[src/rtl/wb_arb_pkg.sv]
// ---------------------------------------------------------------------------
// wb_arb_pkg
// Shared definitions for the two-master Wishbone round-robin arbiter:
// FSM state encoding, master index constants and default values for the
// ACK-timeout configuration.
// ---------------------------------------------------------------------------
package wb_arb_pkg;

    typedef enum logic {
        IDLE = 1'b0,
        XFER = 1'b1
    } arb_state_t;

    // Bit positions of each master inside the one-hot grant vector
    localparam int M0 = 0;
    localparam int M1 = 1;

    localparam int unsigned  CNTR_WIDTH_DEF         = 3;
    localparam int unsigned  CNTR_TIMEOUT_DEF       = 7;
    localparam logic [31:0]  DEFAULT_READ_VALUE_DEF = 32'hBADF_ABAC;

endpackage

[src/rtl/wb_arb_timeout_cnt.sv]
// ---------------------------------------------------------------------------
// wb_arb_timeout_cnt
// Saturating cycle counter used to detect a slave that never acknowledges.
// Ports:
//   i_clk  clock
//   i_rst  asynchronous active-high reset
//   i_clr  synchronous clear (highest priority after reset)
//   i_en   count enable; the count holds once it reaches CNTR_TIMEOUT
//   o_hit  high while the count equals CNTR_TIMEOUT
// ---------------------------------------------------------------------------
module wb_arb_timeout_cnt
    import wb_arb_pkg::*;
#(
    parameter int unsigned CNTR_WIDTH   = CNTR_WIDTH_DEF,
    parameter int unsigned CNTR_TIMEOUT = CNTR_TIMEOUT_DEF
) (
    input  logic i_clk,
    input  logic i_rst,
    input  logic i_clr,
    input  logic i_en,
    output logic o_hit
);

    localparam logic [CNTR_WIDTH-1:0] L_LIMIT = CNTR_WIDTH'(CNTR_TIMEOUT);

    logic [CNTR_WIDTH-1:0] r_cnt;

    always_ff @(posedge i_clk or posedge i_rst) begin
        if (i_rst) begin
            r_cnt <= '0;
        end else if (i_clr) begin
            r_cnt <= '0;
        end else if (i_en && (r_cnt != L_LIMIT)) begin
            // Stops at the limit so it can never wrap back to zero
            r_cnt <= r_cnt + CNTR_WIDTH'(1);
        end
    end

    assign o_hit = (r_cnt == L_LIMIT);

endmodule

[src/rtl/wb_rr_arbiter.sv]
// ---------------------------------------------------------------------------
// wb_rr_arbiter
// Two-master round-robin arbiter for a single classic Wishbone slave path.
// Master 0 is the AHB-to-FPGA bridge, master 1 a local fabric master.
// One single transfer per grant; the arbiter re-arbitrates after every ACK,
// so two continuously requesting masters alternate.
//
// Optional feature (compile macro WBARB_TIMEOUT_EN): ACK timeout. After
// CNTR_TIMEOUT XFER cycles without s_ACK the granted master receives a
// forced ACK with DEFAULT_READ_VALUE, and to_err pulses for one cycle.
// Without the macro the arbiter waits indefinitely and to_err is 0.
//
// Ports:
//   WB_CLK, WB_RST                 clock, asynchronous active-high reset
//   mN_ADR/CYC/STB/WE/BYTE_STB/WR_DAT  master N request side (N = 0,1)
//   mN_RD_DAT, mN_ACK              read data / acknowledge to master N
//   s_ADR/CYC/STB/WE/BYTE_STB/WR_DAT   muxed request to the slave
//   s_RD_DAT, s_ACK                slave response
//   gnt                            one-hot current grant (00 = none)
//   to_err                         one-cycle pulse on a forced ACK
// ---------------------------------------------------------------------------
module wb_rr_arbiter
    import wb_arb_pkg::*;
#(
    parameter int unsigned           ADDRWIDTH          = 17,
    parameter int unsigned           DATAWIDTH          = 32,
    parameter int unsigned           CNTR_WIDTH         = CNTR_WIDTH_DEF,
    parameter int unsigned           CNTR_TIMEOUT       = CNTR_TIMEOUT_DEF,
    parameter logic [DATAWIDTH-1:0]  DEFAULT_READ_VALUE = DATAWIDTH'(DEFAULT_READ_VALUE_DEF)
) (
    input  logic                     WB_CLK,
    input  logic                     WB_RST,
    input  logic [ADDRWIDTH-1:0]     m0_ADR,
    input  logic                     m0_CYC,
    input  logic                     m0_STB,
    input  logic                     m0_WE,
    input  logic [DATAWIDTH/8-1:0]   m0_BYTE_STB,
    input  logic [DATAWIDTH-1:0]     m0_WR_DAT,
    output logic [DATAWIDTH-1:0]     m0_RD_DAT,
    output logic                     m0_ACK,
    input  logic [ADDRWIDTH-1:0]     m1_ADR,
    input  logic                     m1_CYC,
    input  logic                     m1_STB,
    input  logic                     m1_WE,
    input  logic [DATAWIDTH/8-1:0]   m1_BYTE_STB,
    input  logic [DATAWIDTH-1:0]     m1_WR_DAT,
    output logic [DATAWIDTH-1:0]     m1_RD_DAT,
    output logic                     m1_ACK,
    output logic [ADDRWIDTH-1:0]     s_ADR,
    output logic                     s_CYC,
    output logic                     s_STB,
    output logic                     s_WE,
    output logic [DATAWIDTH/8-1:0]   s_BYTE_STB,
    output logic [DATAWIDTH-1:0]     s_WR_DAT,
    input  logic [DATAWIDTH-1:0]     s_RD_DAT,
    input  logic                     s_ACK,
    output logic [1:0]               gnt,
    output logic                     to_err
);

    // Reject a timeout that the counter could never reach
    if (CNTR_TIMEOUT > (2**CNTR_WIDTH) - 1) begin : g_bad_timeout_cfg
        $error("wb_rr_arbiter: CNTR_TIMEOUT does not fit in CNTR_WIDTH bits");
    end

    arb_state_t r_state;
    logic [1:0] r_gnt;
    logic       r_last;     // index of the master granted most recently

    logic w_req0, w_req1;
    logic w_xfer, w_sel0, w_sel1;
    logic w_gcyc, w_gstb;
    logic w_to_hit, w_to_ack;
    logic [DATAWIDTH-1:0] w_rd_dat;

    assign w_req0 = m0_CYC & m0_STB;
    assign w_req1 = m1_CYC & m1_STB;

    // Grant is only ever nonzero in XFER, but gating by state keeps every
    // slave-side and master-side output at zero the instant reset asserts.
    assign w_xfer = (r_state == XFER);
    assign w_sel0 = w_xfer & r_gnt[M0];
    assign w_sel1 = w_xfer & r_gnt[M1];

    assign w_gcyc = (w_sel0 & m0_CYC) | (w_sel1 & m1_CYC);
    assign w_gstb = (w_sel0 & m0_STB) | (w_sel1 & m1_STB);

`ifdef WBARB_TIMEOUT_EN
    wb_arb_timeout_cnt #(
        .CNTR_WIDTH   (CNTR_WIDTH),
        .CNTR_TIMEOUT (CNTR_TIMEOUT)
    ) u_to_cnt (
        .i_clk (WB_CLK),
        .i_rst (WB_RST),
        .i_clr (~w_xfer),
        .i_en  (w_xfer & ~s_ACK),
        .o_hit (w_to_hit)
    );
`else
    assign w_to_hit = 1'b0;
`endif

    // A real slave ACK in the timeout cycle wins; an aborted cycle never times out
    assign w_to_ack = w_to_hit & w_gcyc & ~s_ACK;
    assign to_err   = w_to_ack;

    assign s_CYC      = w_gcyc;
    assign s_STB      = w_gstb & ~w_to_hit;
    assign s_ADR      = w_sel1 ? m1_ADR      : (w_sel0 ? m0_ADR      : '0);
    assign s_WE       = w_sel1 ? m1_WE       : (w_sel0 ? m0_WE       : 1'b0);
    assign s_BYTE_STB = w_sel1 ? m1_BYTE_STB : (w_sel0 ? m0_BYTE_STB : '0);
    assign s_WR_DAT   = w_sel1 ? m1_WR_DAT   : (w_sel0 ? m0_WR_DAT   : '0);

    assign w_rd_dat  = w_to_ack ? DEFAULT_READ_VALUE : s_RD_DAT;
    assign m0_RD_DAT = w_sel0 ? w_rd_dat : '0;
    assign m1_RD_DAT = w_sel1 ? w_rd_dat : '0;
    assign m0_ACK    = w_sel0 & (s_ACK | w_to_ack);
    assign m1_ACK    = w_sel1 & (s_ACK | w_to_ack);

    assign gnt = r_gnt;

    always_ff @(posedge WB_CLK or posedge WB_RST) begin
        if (WB_RST) begin
            r_state <= IDLE;
            r_gnt   <= 2'b00;
            r_last  <= 1'b1;
        end else begin
            case (r_state)
                IDLE: begin
                    if (w_req0 | w_req1) begin
                        r_state <= XFER;
                        // On a tie the master that did not win last time goes next
                        if (w_req0 && (!w_req1 || r_last)) begin
                            r_gnt  <= 2'b01;
                            r_last <= 1'b0;
                        end else begin
                            r_gnt  <= 2'b10;
                            r_last <= 1'b1;
                        end
                    end
                end
                XFER: begin
                    // Done on slave ACK, forced ACK, or master abort (CYC dropped)
                    if (!w_gcyc || s_ACK || w_to_ack) begin
                        r_state <= IDLE;
                        r_gnt   <= 2'b00;
                    end
                end
                default: begin
                    r_state <= IDLE;
                    r_gnt   <= 2'b00;
                end
            endcase
        end
    end

endmodule

[config.mk]
export PLATFORM = sky130hd
export DESIGN_NAME = wb_rr_arbiter
export DESIGN_NICKNAME = d
export VERILOG_FILES = /design/src/rtl/wb_arb_pkg.sv /design/src/rtl/wb_arb_timeout_cnt.sv /design/src/rtl/wb_rr_arbiter.sv
export SDC_FILE = /design/constraint.sdc
export NUM_CORES = 1
export LEC_CHECK = 0
export BUFFER_PORTS_ARGS = -buffer_cell sky130_fd_sc_hd__buf_2
export CORE_AREA = 2 2 105 107
export CTS_BUF_LIST = sky130_fd_sc_hd__clkbuf_4
export DETAILED_ROUTE_END_ITERATION = 10
export DIE_AREA = 0 0 107 109
export PLACE_DENSITY = 0.59
export SKIP_CTS_REPAIR_TIMING = 1
export SLEW_MARGIN = 30
export SYNTH_ARGS = -nofsm -noshare
export SYNTH_HDL_FRONTEND = slang
export SYNTH_SLANG_ARGS = --single-unit
export TNS_END_PERCENT = 10
[constraint.sdc]
create_clock -name WB_CLK -period 1.3 [get_ports WB_CLK]
set_input_delay 0.195 -clock WB_CLK [delete_from_list [all_inputs] [get_ports WB_CLK]]
set_output_delay 0.195 -clock WB_CLK [all_outputs]
set_load 0.03 [all_outputs]
# Word-level counts from Yosys, hierarchy flattened
# Index checks and enable logic that the tools add are counted.
# Widths: inputs -> output; s select.
# classes
reduce_logical,7
eq_ne,2
n_bitwise,14
muxes,18
# op_table
op,count
$mux 32,4
$mux 17,2
$and 1x1->1,10
$mux 4,2
$mux 2,3
$mux 1,5
$pmux 2 s2,1
$reduce_and 2->1,2
$or 1x1->1,3
$logic_not 1->1,2
$logic_or 1x1->1,2
$ne 2x1->1 const B,1
$ne 2x2->1 const B,1
$pmux 1 s2,1
$logic_and 1x1->1,1
$not 1->1,1
# word_totals
input_bits,147
word_cells,44
register_bits,4
output_inout_bits,125

# Longest topological paths before layout
# logic_depth
word_depth,7
depth_mapped,6
ltp_nobuf,3

# Worst setup path after synthesis
# OpenSTA, ideal clock, no wires.
# synth_timing
path_kind,reg-to-output
startpoint,register r_gnt[0] (netlist: gnt[0])
endpoint,output port s_ADR[0]
path_slack_ps,-456
path_stages_with_launch,6
required_time_ps,1105
n_path_buf,2
arrival_ps,1561
path_cell_list,dfrtp_1 -> buf_6 -> inv_4 -> nor3_4 -> buf_6 -> a22o_1
# synth_via
elab_chain_cells,3
# synth_lines
item,line_no,source
"start, declared",wb_rr_arbiter.sv:67,logic [1:0] r_gnt;
"start signal, assigned",wb_rr_arbiter.sv:125,r_gnt <= 2'b00;
"start signal, assigned",wb_rr_arbiter.sv:134,r_gnt <= 2'b01;
"start signal, assigned",wb_rr_arbiter.sv:137,r_gnt <= 2'b10;
$and 1x1->1,wb_rr_arbiter.sv:82,assign w_sel0 = w_xfer & r_gnt[M0];
$mux 17 (2 in series),wb_rr_arbiter.sv:109,assign s_ADR = w_sel1 ? m1_ADR : (w_sel0 ? m0_ADR : '0);
"end, declared",wb_rr_arbiter.sv:49,"output logic [ADDRWIDTH-1:0] s_ADR,"
# Every way passes these cells.

# Worst setup path after layout
# layout_timing
startpoint,register r_gnt[1] (netlist: gnt[1])
endpoint,output port s_ADR[0]
# layout_via
elab_chain_cells,2
# layout_lines
item,line_no,source
$and 1x1->1,wb_rr_arbiter.sv:83,assign w_sel1 = w_xfer & r_gnt[M1];
$mux 17,wb_rr_arbiter.sv:109,
# Every way passes these cells.

==> flow_summary_export.csv <==
group,metric,value,unit
routing,ant_nets,0,
placed_design,gp_congestion,0.893,
logic_synthesis,syn_area,1320,sq um
floorplan,core-area,10600,sq um
global_routing,grt_use_total,11.6,%
global_routing,overflow,0,
timing,fin_crit,1750,ps
layout,area_delta_synth_final,183,%
layout,antenna_cells,0,
logic_synthesis,yosys-top-cells-area,"a22o_1 (36%), and3_1 (30%), buf_6 (6.0%)",
layout,drive_gt1_share,81.3,%
routing,drc,0,
clocking,cts_max_path_buffers,2,
floorplan,dieArea,11700,sq um
layout,postLayoutCoreUtil,35.4,%
status,status,"finished, violations left",
routing,routed_wl,8300,um
setup_path,critPathRequiredTime,1110,ps
layout,final_common_cell,"buf_2",
status,violations,"setup timing",
pwr,total_power,2.79,mW
logic_synthesis,synthDistinctLibCells,26,
routing,drt_first_pass_iters,4,
timing,period_share,135,%
clocking,cts_sinks,4,
setup_path,critPathKind,"register to primary output",
pwr,powerDensity,744,nW/um^2
timing,fmax,0.571,GHz
layout,multi_input_area,1470,sq um
clocking,clk_latency,240,ps
floorplan,die-height,109,um
pwr,ir_drop,370,uV
floorplan,rows,38,
floorplan,start_util,12.5,%
logic_synthesis,synthCells,176,
timing,fin_worst_skew,3.05,ps
global_routing,first_global_vias,2317,
pwr,p_leak,2.46,nW
layout,mostFrequentLayoutCells,"buf_2 (224), and3_1 (64), a22o_4 (50), buf_6 (42), buf_4 (19)",
timing,hold_viol_final,0,
clocking,path_clk_slew,40,ps
logic_synthesis,yosysTopAreaCell,"a22o_1",
setup_path,critPathLaunchType,"register",
placed_design,hpwl,6900,um
logic_synthesis,ys_seq_elements,4,
timing,setup_viol,125,
setup_path,arrival,1560,ps
routing,routed_via_density,4.41,
worst_hold_path,hold_path.class,"input pin to register",
placed_design,dp_slack,-211,ps
routing,first_iter_violations,103,
placed_design,portBuffers,270,
clocking,cts-htree-levels,1,
logic_synthesis,synth_warnings,0,
clocking,cts_tree,"done",
floorplan,pin_count,272,
setup_path,cp-end-kind,"primary output",
timing,grt_setup_unrepaired,"true",
logic_synthesis,syn_nets,323,
routing,wire_per_inst,14.1,um
logic_synthesis,yosysSeqAreaShare,7.66,%
layout,regArea,105,sq um
layout,nNetsFinal,597,
run,maxCapViolCount,0,
floorplan,dieWidth,107,um
logic_synthesis,yosysTopAreaCellShare,35.7,%
global_routing,antenna_found_initial,0,
clocking,cts_buffers,3,
global_routing,grt_pass1_wl,11100,um
global_routing,grt_start_max_net_pins,72,
timing,slew_violations,0,
logic_synthesis,avgSynthCellArea,7.52,sq um
clocking,cts_root_buf,"clkbuf_4",
layout,fill_cells,1087,
setup_path,cp_max_fo,13,
timing,setup_ws,-451,ps
routing,vias,2595,
## per-layer routing
| metal | wire length (um) | vias up | GRT usage (%) |
|---|---|---|---|
| met5 | 0 | - | 0 |
| met1 | 3030 | 1197 | 13.2 |
| met4 | 77 | 0 | 1.67 |
| li1 | - | 1243 | - |
| met3 | 661 | 8 | 2.27 |
| met2 | 4520 | 147 | 22.8 |
## metrics by stage
| stage | setup TNS [ps] | cells | area, sq um | hold WS, ps |
|---|---|---|---|---|
| finish | -40270 | 589 | 3750 | 247 |
| global route | -48730 | 589 | 3750 | 278 |
| CTS | -56360 | 585 | 3390 | -177 |
| detailed placement | -21850 | 581 | 3360 | 87.2 |
| global placement | -18470 | 581 | 3360 | 91.8 |
| floorplan | -16390 | 176 | 1790 | -39.8 |
## registers in the layout (all words and copies together), names as in the netlist
name / cells
gnt: 2
r_last: 1
r_state: 1
## critical path: stages, from the launching register on
cell and delay (ps):
dfrtp_2 430, inv_2 90, nor2_4 50, buf_12 130
clkbuf_16 180, a22o_4 260, buf_2 170
## area by class of cell
cell class,count,area share (%)
sequential,4,2.80
clock buffer,4,0.801
inverter,4,0.601
multi-input combinational,140,39.3
timing repair buffer,297,51.8
tap,140,4.67
## power by group
group          internal [mW]  switching (mW)
clock network          0.137          0.0620
logic                   1.07            1.32
registers              0.164          0.0348
## logic make-up after synthesis
family	share of synthesized area, %
and+or+nand+nor	34.9
AOI/OAI and AO/OA	42.3
buffers and inverters	14.8
DFF	7.66
other	0.283
## final timing paths
kind | startpoint | endpoint | slack (ps) | cells past startpoint
max | gnt[1]$_DFFE_PP0P_ | s_ADR[0] | -450 | 6
min | m1_STB | r_last$_DFFE_PP1P_ | 250 | 3
max reg2reg | gnt[1]$_DFFE_PP0P_ | gnt[1]$_DFFE_PP0P_ | -90 | 4
min reg2reg | r_last$_DFFE_PP1P_ | r_last$_DFFE_PP1P_ | 510 | 2
max in group asynchronous | WB_RST | r_last$_DFFE_PP1P_ | 680 | 3
min in group asynchronous | WB_RST | r_state$_DFF_PP0_ | 390 | 3
## cells in the mapped netlist
cell,count
and3_1,64
a22o_1,54
clkbuf_1,14
buf_6,7
buf_2,4
and3_2,3
buf_4,3
dfrtp_1,3
o21ai_0,3
a22oi_1,2
a32o_1,2
inv_1,2
nand2_1,2
a21o_1,1
a21oi_1,1
a22o_2,1
conb_1,1
dfstp_2,1
inv_4,1
inv_6,1
nand3_1,1
nor2_1,1
nor2b_1,1
nor3_4,1
o2111ai_1,1
o22ai_1,1
Note: power is estimated with default switching activity, not from simulation.
